`config.mk`:
```
export PLATFORM = sky130hd
export DESIGN_NAME = ex_hazard_ctrl
export DESIGN_NICKNAME = d
export VERILOG_FILES = /design/src/rtl/ex_hazard_ctrl.sv
export SDC_FILE = /design/constraint.sdc
export NUM_CORES = 1
export LEC_CHECK = 0
export ABC_CLOCK_PERIOD_IN_PS = 1000
export CAP_MARGIN = 20
export CORE_UTILIZATION = 21
export DETAILED_ROUTE_END_ITERATION = 10
export PLACE_DENSITY = 0.74
export SETUP_SLACK_MARGIN = 0.2
export SYNTH_ARGS = -nofsm -noshare
export SYNTH_HDL_FRONTEND = slang
export SYNTH_SLANG_ARGS = --single-unit
```
`constraint.sdc`:
```
create_clock -name clk -period 1 [get_ports clk]
set_clock_uncertainty 0.15 [all_clocks]
set_input_delay 0.15 -clock clk [delete_from_list [all_inputs] [get_ports clk]]
set_output_delay 0.15 -clock clk [all_outputs]
set_load 0.02 [all_outputs]
```
`src/rtl/ex_hazard_ctrl.sv`:
```
// Execute-stage sequencing controller: operand forwarding, load-use bubbles,
// redirect squash, memory-busy freeze and post-HALT parking.
module ex_hazard_ctrl #(
  parameter int unsigned LOADUSE_STALL = 1,
  parameter int unsigned REG_BITS      = 3
) (
  input  logic                clk,
  input  logic                rst,
  input  logic [REG_BITS-1:0] ifid_rs,
  input  logic [REG_BITS-1:0] ifid_rt,
  input  logic                ifid_useRs,
  input  logic                ifid_useRt,
  input  logic [REG_BITS-1:0] idex_rs,
  input  logic [REG_BITS-1:0] idex_rt,
  input  logic                idex_useRs,
  input  logic                idex_useRt,
  input  logic [REG_BITS-1:0] idex_rd,
  input  logic                idex_regWrite,
  input  logic                idex_memRead,
  input  logic [REG_BITS-1:0] exmem_rd,
  input  logic                exmem_regWrite,
  input  logic                exmem_memRead,
  input  logic [REG_BITS-1:0] memwb_rd,
  input  logic                memwb_regWrite,
  input  logic                redirect,
  input  logic                halt_ex,
  input  logic                mem_stall,
  output logic [1:0]          forwardA,
  output logic [1:0]          forwardB,
  output logic                pc_write,
  output logic                ifid_write,
  output logic                idex_bubble,
  output logic                ifid_flush,
  output logic                pipe_freeze,
  output logic                halted
);

  typedef enum logic [1:0] {StRun, StStall, StHalted} state_e;

  // Counter holds the bubbles still owed after the first one (issued from RUN).
  localparam logic [1:0] StallReload = 2'(LOADUSE_STALL - 1);
  localparam bit         MultiStall  = (LOADUSE_STALL > 1);

  state_e     state_q, state_d;
  logic [1:0] cnt_q, cnt_d;
  logic       load_use;

  // Forwarding: EX/MEM wins over MEM/WB; a load in EX/MEM has no ALU result.
  always_comb begin
    forwardA = 2'b00;
    if (exmem_regWrite && !exmem_memRead && idex_useRs && (exmem_rd == idex_rs)) begin
      forwardA = 2'b10;
    end else if (memwb_regWrite && idex_useRs && (memwb_rd == idex_rs)) begin
      forwardA = 2'b01;
    end
  end

  always_comb begin
    forwardB = 2'b00;
    if (exmem_regWrite && !exmem_memRead && idex_useRt && (exmem_rd == idex_rt)) begin
      forwardB = 2'b10;
    end else if (memwb_regWrite && idex_useRt && (memwb_rd == idex_rt)) begin
      forwardB = 2'b01;
    end
  end

  always_comb begin
    load_use = idex_memRead && idex_regWrite &&
               ((ifid_useRs && (idex_rd == ifid_rs)) ||
                (ifid_useRt && (idex_rd == ifid_rt)));
  end

  always_ff @(posedge clk or posedge rst) begin
    if (rst) begin
      state_q <= StRun;
      cnt_q   <= 2'd0;
    end else begin
      state_q <= state_d;
      cnt_q   <= cnt_d;
    end
  end

  // A frozen pipeline re-presents redirect/halt_ex later, so they are ignored here.
  always_comb begin
    state_d = state_q;
    cnt_d   = cnt_q;
    if (!mem_stall) begin
      unique case (state_q)
        StRun, StStall: begin
          if (redirect) begin
            state_d = StRun;
            cnt_d   = 2'd0;
          end else if (halt_ex) begin
            state_d = StHalted;
            cnt_d   = 2'd0;
          end else if (state_q == StStall) begin
            if (cnt_q <= 2'd1) begin
              state_d = StRun;
              cnt_d   = 2'd0;
            end else begin
              cnt_d = cnt_q - 2'd1;
            end
          end else if (load_use && MultiStall) begin
            state_d = StStall;
            cnt_d   = StallReload;
          end
        end
        StHalted: begin
          state_d = StHalted;
        end
        default: begin
          state_d = StRun;
          cnt_d   = 2'd0;
        end
      endcase
    end
  end

  always_comb begin
    pc_write    = 1'b1;
    ifid_write  = 1'b1;
    idex_bubble = 1'b0;
    ifid_flush  = 1'b0;
    pipe_freeze = 1'b0;
    halted      = (state_q == StHalted);
    if (mem_stall) begin
      pc_write    = 1'b0;
      ifid_write  = 1'b0;
      pipe_freeze = 1'b1;
    end else begin
      unique case (state_q)
        StRun, StStall: begin
          if (redirect) begin
            ifid_flush  = 1'b1;
            idex_bubble = 1'b1;
          end else if (halt_ex || load_use || (state_q == StStall)) begin
            pc_write    = 1'b0;
            ifid_write  = 1'b0;
            idex_bubble = 1'b1;
          end
        end
        StHalted: begin
          pc_write    = 1'b0;
          ifid_write  = 1'b0;
          idex_bubble = 1'b1;
        end
        default: begin
          pc_write    = 1'b1;
          ifid_write  = 1'b1;
        end
      endcase
    end
  end

endmodule

```
==> results of run 1 <==
-- through the flow --
stage	instances	instance area (um^2)	hold slack, ns
floorplan	43	466.7	-0.2713
global placement	107	963.4	0.1396
detailed placement	107	963.4	0.1423
CTS	108	1020	0.1423
global route	110	1131	0.1646
finish	110	1131	0.1406
-- worst max path at each step --
| stage | slack (ns) | cells after the start | to |
|---|---|---|---|
| CTS | -0.44 | 6 | idex_bubble |
| floorplan | -0.42 | 2 | pc_write |
| detailed placement | -1.20 | 5 | forwardB[1] |
| global route | -0.45 | 6 | ifid_write |
| global placement | -1.20 | 5 | forwardB[1] |
| finish | -0.39 | 6 | ifid_write |
-- cell type report --
cell class	instances	area, um^2	share of cell area (%)
sequential	1	26.28	2.323
inverter	2	7.507	0.6637
timing repair buffer	54	511.7	45.24
tap	15	18.77	1.659
multi-input combinational	38	566.8	50.11
-- worst register-to-register path: cells and delay by family, from the launching register on --
family / cells / cell delay (ns)
flip-flops: 1 / 0.43
buffers and inverters: 1 / 0.13
AO/OA/AOI/OAI: 1 / 0.15
-- power by group through the flow --
stage | combinational (mW) | sequential, mW | clock [mW]
after floorplan | 0.140 | 0.0416 | 0
after global placement | 0.349 | 0.0415 | 0
after detailed placement | 0.352 | 0.0415 | 0
after CTS | 0.369 | 0.0415 | 0
after global routing | 0.448 | 0.0415 | 0
final | 0.422 | 0.0415 | 0
-- per-layer routing --
metal | wire (um) | global-route usage [%] | up-vias
li1 | - | - | 247
met1 | 585 | 24.05 | 245
met2 | 988 | 39.06 | 10
met3 | 33 | 1.304 | 2
met4 | 23 | 2.581 | 0
met5 | 0 | 0 | -
-- cell families after synthesis --
| logic type | Yosys count | share of synthesized area, % |
|---|---|---|
| flops | 1 | 7.662 |
| buf+inv | 4 | 6.896 |
| compound gates | 4 | 8.813 |
| xor+xnor | 18 | 48.28 |
| simple gates | 16 | 28.35 |
-- layout by cell type (no fill, tap or decap), types with 2 or more instances in the layout --
cell type and instances:
buf_8 3, nor2b_4 2, xor2_2 7, xnor2_2 6
nand3_2 4, buf_4 12, clkdlybuf4s15_1 5, nor4_4 3
dlygate4sd2_1 3, inv_1 2, buf_6 19, xnor2_4 3
nor3_4 2, nand4_1 2, a21oi_2 2, buf_2 9
-- repair_timing --
item / CTS / global route
pin swaps: 25 / 17
buffers inserted: 1 / 2
endpoints found under the setup margin: 11 / 10
gates resized for setup: 188 / 27
==> impl_metrics.toml, run 1 <==
[worst_setup_path]
criticalPathCategory = "in2out"
start_kind = "input port"
cp_max_fo = 2
max_stage_delay_ns = 0.27
worst-r2r-cell-count = 2
cp.required_ns = 0.70
regToRegEndpoint = "state_q[1]"
crit_chain = "buf_6 > xnor2_2 > nand4_1 > a21oi_2 > nor4_4 > buf_4"
ff2ff_setup_slack_ns = 0.02
arrival_ns = 1.09
crit_path_top_delay_cell = "nor4_4"
crit-reg2reg-launch = "state_q[1]"
endpoint_kind = "primary output"
cpLargestDelayFamily = "simple AND/OR/NAND/NOR gates"
setup.worst_path.start = "idex_rd[1]"
path_buf_inv = 2

[routing]
postRouteAntennaNets = 0
drc = 0
vias = 504
drt_pass1_iterations = 1
totalWireLength_um = 1630
drt-initial-drc-count = 0
wire_per_inst_um = 14.82
viasPerCell = 4.582

[global_route]
track_usage_pct = 20.00
first_global_vias = 555
grt_max_degree = 5
overflow = 0
grt_pass1_wl_um = 2746
antenna_found_initial = 0

[synthesis]
syn-num-nets = 78
synthTopCellsByArea = "xnor2_1, xor2_1, dfrtp_1, nand3_1, nor4_1"
synth_top_cell_by_area = "xnor2_1"
synthTopCellsByCount = "xnor2_1, xor2_1, nand3_1, nor4_1"
netlist.area_leader.share_pct = 26.82
ys_seq_elements = 1
synthArstFlopShare_pct = 100.0
synthCells = 43
yosysWarnings = 0
yosysUniqueCellTypes = 16
ys_seq_area_share_pct = 7.663
synthFlopType = "dfrtp_1"
avgSynthCellArea_um2 = 7.594
synth_edf_count = 0
yosysMostFrequentCell = "xnor2_1"
syn_area_um2 = 326.6

[clocking]
path_clk_slew_ns = 0
insertion_delay_ns = 0
cts_hold_buf = 0

[finish]
top_register = "state_q"
area_growth_pct = 246.4
fin_util_pct = 82.78
fillers = 83
layout-drive-gt1-share_pct = 81.05
nNetsFinal = 132
antenna_cells = 0
reg_top3 = "state_q x1"
largest_reg_flops = 1

[pwr]
p_int_mw = 0.2914
power.share.clock_pct = 0
pwr_density_cell_nw_per_um2 = 409.5
p_sw_share_pct = 37.09
ir_worst_vdd_mv = 0.3475
pwr-share-comb_pct = 91.0
p_switching_mw = 0.1718
seqPwrFrac_pct = 9.0
leakagePower_nw = 0.4780
power_mw = 0.4632

[floorplan]
die_h_um = 41.44
ios = 45
die_area_um2 = 1717
core_um2 = 1366
die_w_um = 41.44
start_util_pct = 23.90
row_count = 13

[placed_design]
hpwl_um = 1216
gp_congestion = 0.7019
io_buffers = 44
pre_cts_slack_ns = -1.197

[sta]
setup_violations = 9
fmax_mhz = 721.7
worstMarginPinSlew_ns = 0.2595
fin_tns_setup_ns = -2.300
slew_headroom_pct = 82.57
timing.final.ws_setup_ns = -0.3856
fin_crit_sh_pct = 138.6
report.final.slew_viol_count = 0
finalCriticalPeriod_ns = 1.386
hold_viol = 0
rsz0062_at_grt = "true"

[hold_path]
hold_class = "in2async"

[run_status]
violations = "setup timing"
status = "finished with violations"

[flow_run]
drv_cap = 0
No activity file was read; power rests on OpenSTA's default activity.
==> run 2, diff against run 1 <==
- CORE_AREA: unset -> 2 2 39 41
- CORE_UTILIZATION: 21 -> unset
- DIE_AREA: unset -> 0 0 41 43
- DONT_BUFFER_PORTS: unset -> 1
- PLACE_DENSITY: 0.74 -> 0.39
==> impl_metrics.toml, run 2 (synthesized netlist as in run 1, its figures left out) <==
[finish]
final_cell_mix = "xnor2_4, buf_4"
reg_top3 = "state_q x1"
nNetsFinal = 87
largest_reg_flops = 1
fin_util_pct = 51.81
top_register = "state_q"
multi_input_comb_area_um2 = 581.8
antenna_cells = 0
layout-drive-gt1-share_pct = 68.00
fin_area_um2 = 716.9
area_growth_pct = 119.5
fillers = 126
ff_latch_area_um2 = 26.28

[placed_design]
gp_congestion = 0.6400
pre_cts_slack_ns = -0.2408
place_area_um2 = 531.8
io_buffers = 0
hpwl_um = 852.3

[worst_setup_path]
start_kind = "register"
crit_cells = 1
regToRegEndpoint = "state_q[1]"
endpoint = "idex_bubble"
setup.worst_path.start = "state_q[1]"
crit_chain = "o41a_1"
max_stage_delay_ns = 0.48
criticalPathCategory = "reg2out"
path_buf_inv = 0
cp_max_fo = 4
arrival_ns = 0.90
crit_path_top_delay_cell = "o41a_1"
crit-reg2reg-launch = "state_q[1]"
ff2ff_setup_slack_ns = 0.01
cp.required_ns = 0.70
worst-r2r-cell-count = 2
cpLargestDelayFamily = "compound AO/OA/AOI/OAI gates"
endpoint_kind = "primary output"

[floorplan]
die_h_um = 43
core_um2 = 1384
die_w_um = 41
start_util_pct = 23.60
die_area_um2 = 1763
row_count = 14
ios = 45

[sta]
fmax_mhz = 831.6
worstMarginPinSlew_ns = 0.2619
hold_viol = 0
setup_violations = 8
report.final.slew_viol_count = 0
fin_crit_sh_pct = 120.2
timing.final.ws_setup_ns = -0.2025
slew_headroom_pct = 82.48
rsz0062_at_grt = "true"
finalCriticalPeriod_ns = 1.202

[pwr]
pwr_density_cell_nw_per_um2 = 343.3
ir_worst_vdd_mv = 0.2154
power_mw = 0.2461
leakagePower_nw = 0.2363

[global_route]
overflow = 0
first_global_vias = 361
grt_max_degree = 5
antenna_found_initial = 0
grt_pass1_wl_um = 1524
track_usage_pct = 12.19

[routing]
drt-initial-drc-count = 1
viasPerCell = 5.106
totalWireLength_um = 1049
postRouteAntennaNets = 0
vias = 337
drt_pass1_iterations = 2
wire_per_inst_um = 15.89
drc = 0

[clocking]
path_clk_slew_ns = 0
insertion_delay_ns = 0

[flow_run]
drv_cap = 0

[run_status]
status = "finished with violations"
violations = "setup timing"

[hold_path]
hold_class = "in2out"
run 2: cell count changes in the layout (fill, tap and decap cells not counted), moves of 4 or more:
cell | before | now
buf_6 | 19 | 3
buf_2 | 9 | 0
buf_4 | 12 | 5
xor2_2 | 7 | 0
clkdlybuf4s15_1 | 5 | 0
xor2_1 | 0 | 4
run 2: report_power, final:
group / switching (mW) / internal (mW)
clock network: 0 / 0
registers: 0.000205 / 0.0413
logic: 0.0705 / 0.134
run 2: how the worst min path moves through the flow:
stage	endpoint	start	cells past startpoint
2_1_floorplan	state_q[1]	rst	1
3_3_place_gp	state_q[1]	rst	1
3_5_place_dp	state_q[1]	rst	1
4_1_cts	pipe_freeze	mem_stall	0
5_1_grt	pipe_freeze	mem_stall	0
6_report	pipe_freeze	mem_stall	0
run 2: area by class of cell:
type	instances	share of cell area (%)
Tap cell	16	2.792
Sequential cell	1	3.665
Timing Repair Buffer	9	11.34
Multi-Input combinational cell	38	81.15
Inverter	2	1.047
run 2: per-layer routing:
metal	GRT usage, %	up-vias	routed length [um]
met4	0	0	0
met5	0	-	0
met3	0.5236	0	63
met2	21.88	14	640
met1	16.23	160	345
li1	-	163	-
run 2: stage by stage:
| stage | setup TNS (ns) | hold WS (ns) | std cells |
|---|---|---|---|
| after global routing | -1.499 | 0.1502 | 66 |
| after floorplan | -1.353 | -0.2713 | 43 |
| after detailed placement | -1.210 | -0.2684 | 65 |
| after CTS | -1.024 | 0.1502 | 66 |
| final | -1.043 | 0.1500 | 66 |
| after global placement | -1.048 | -0.2694 | 65 |
run 2: timing repair:
| action | 4_1_cts | 5_1_grt |
|---|---|---|
| hold buffers | 1 | 0 |
| setup buffers | 0 | 0 |
| endpoints found under the hold margin | 1 | 0 |
| pin swaps | 7 | 3 |
| gates resized for setup | 15 | 7 |
| endpoints found under the setup margin | 10 | 10 |
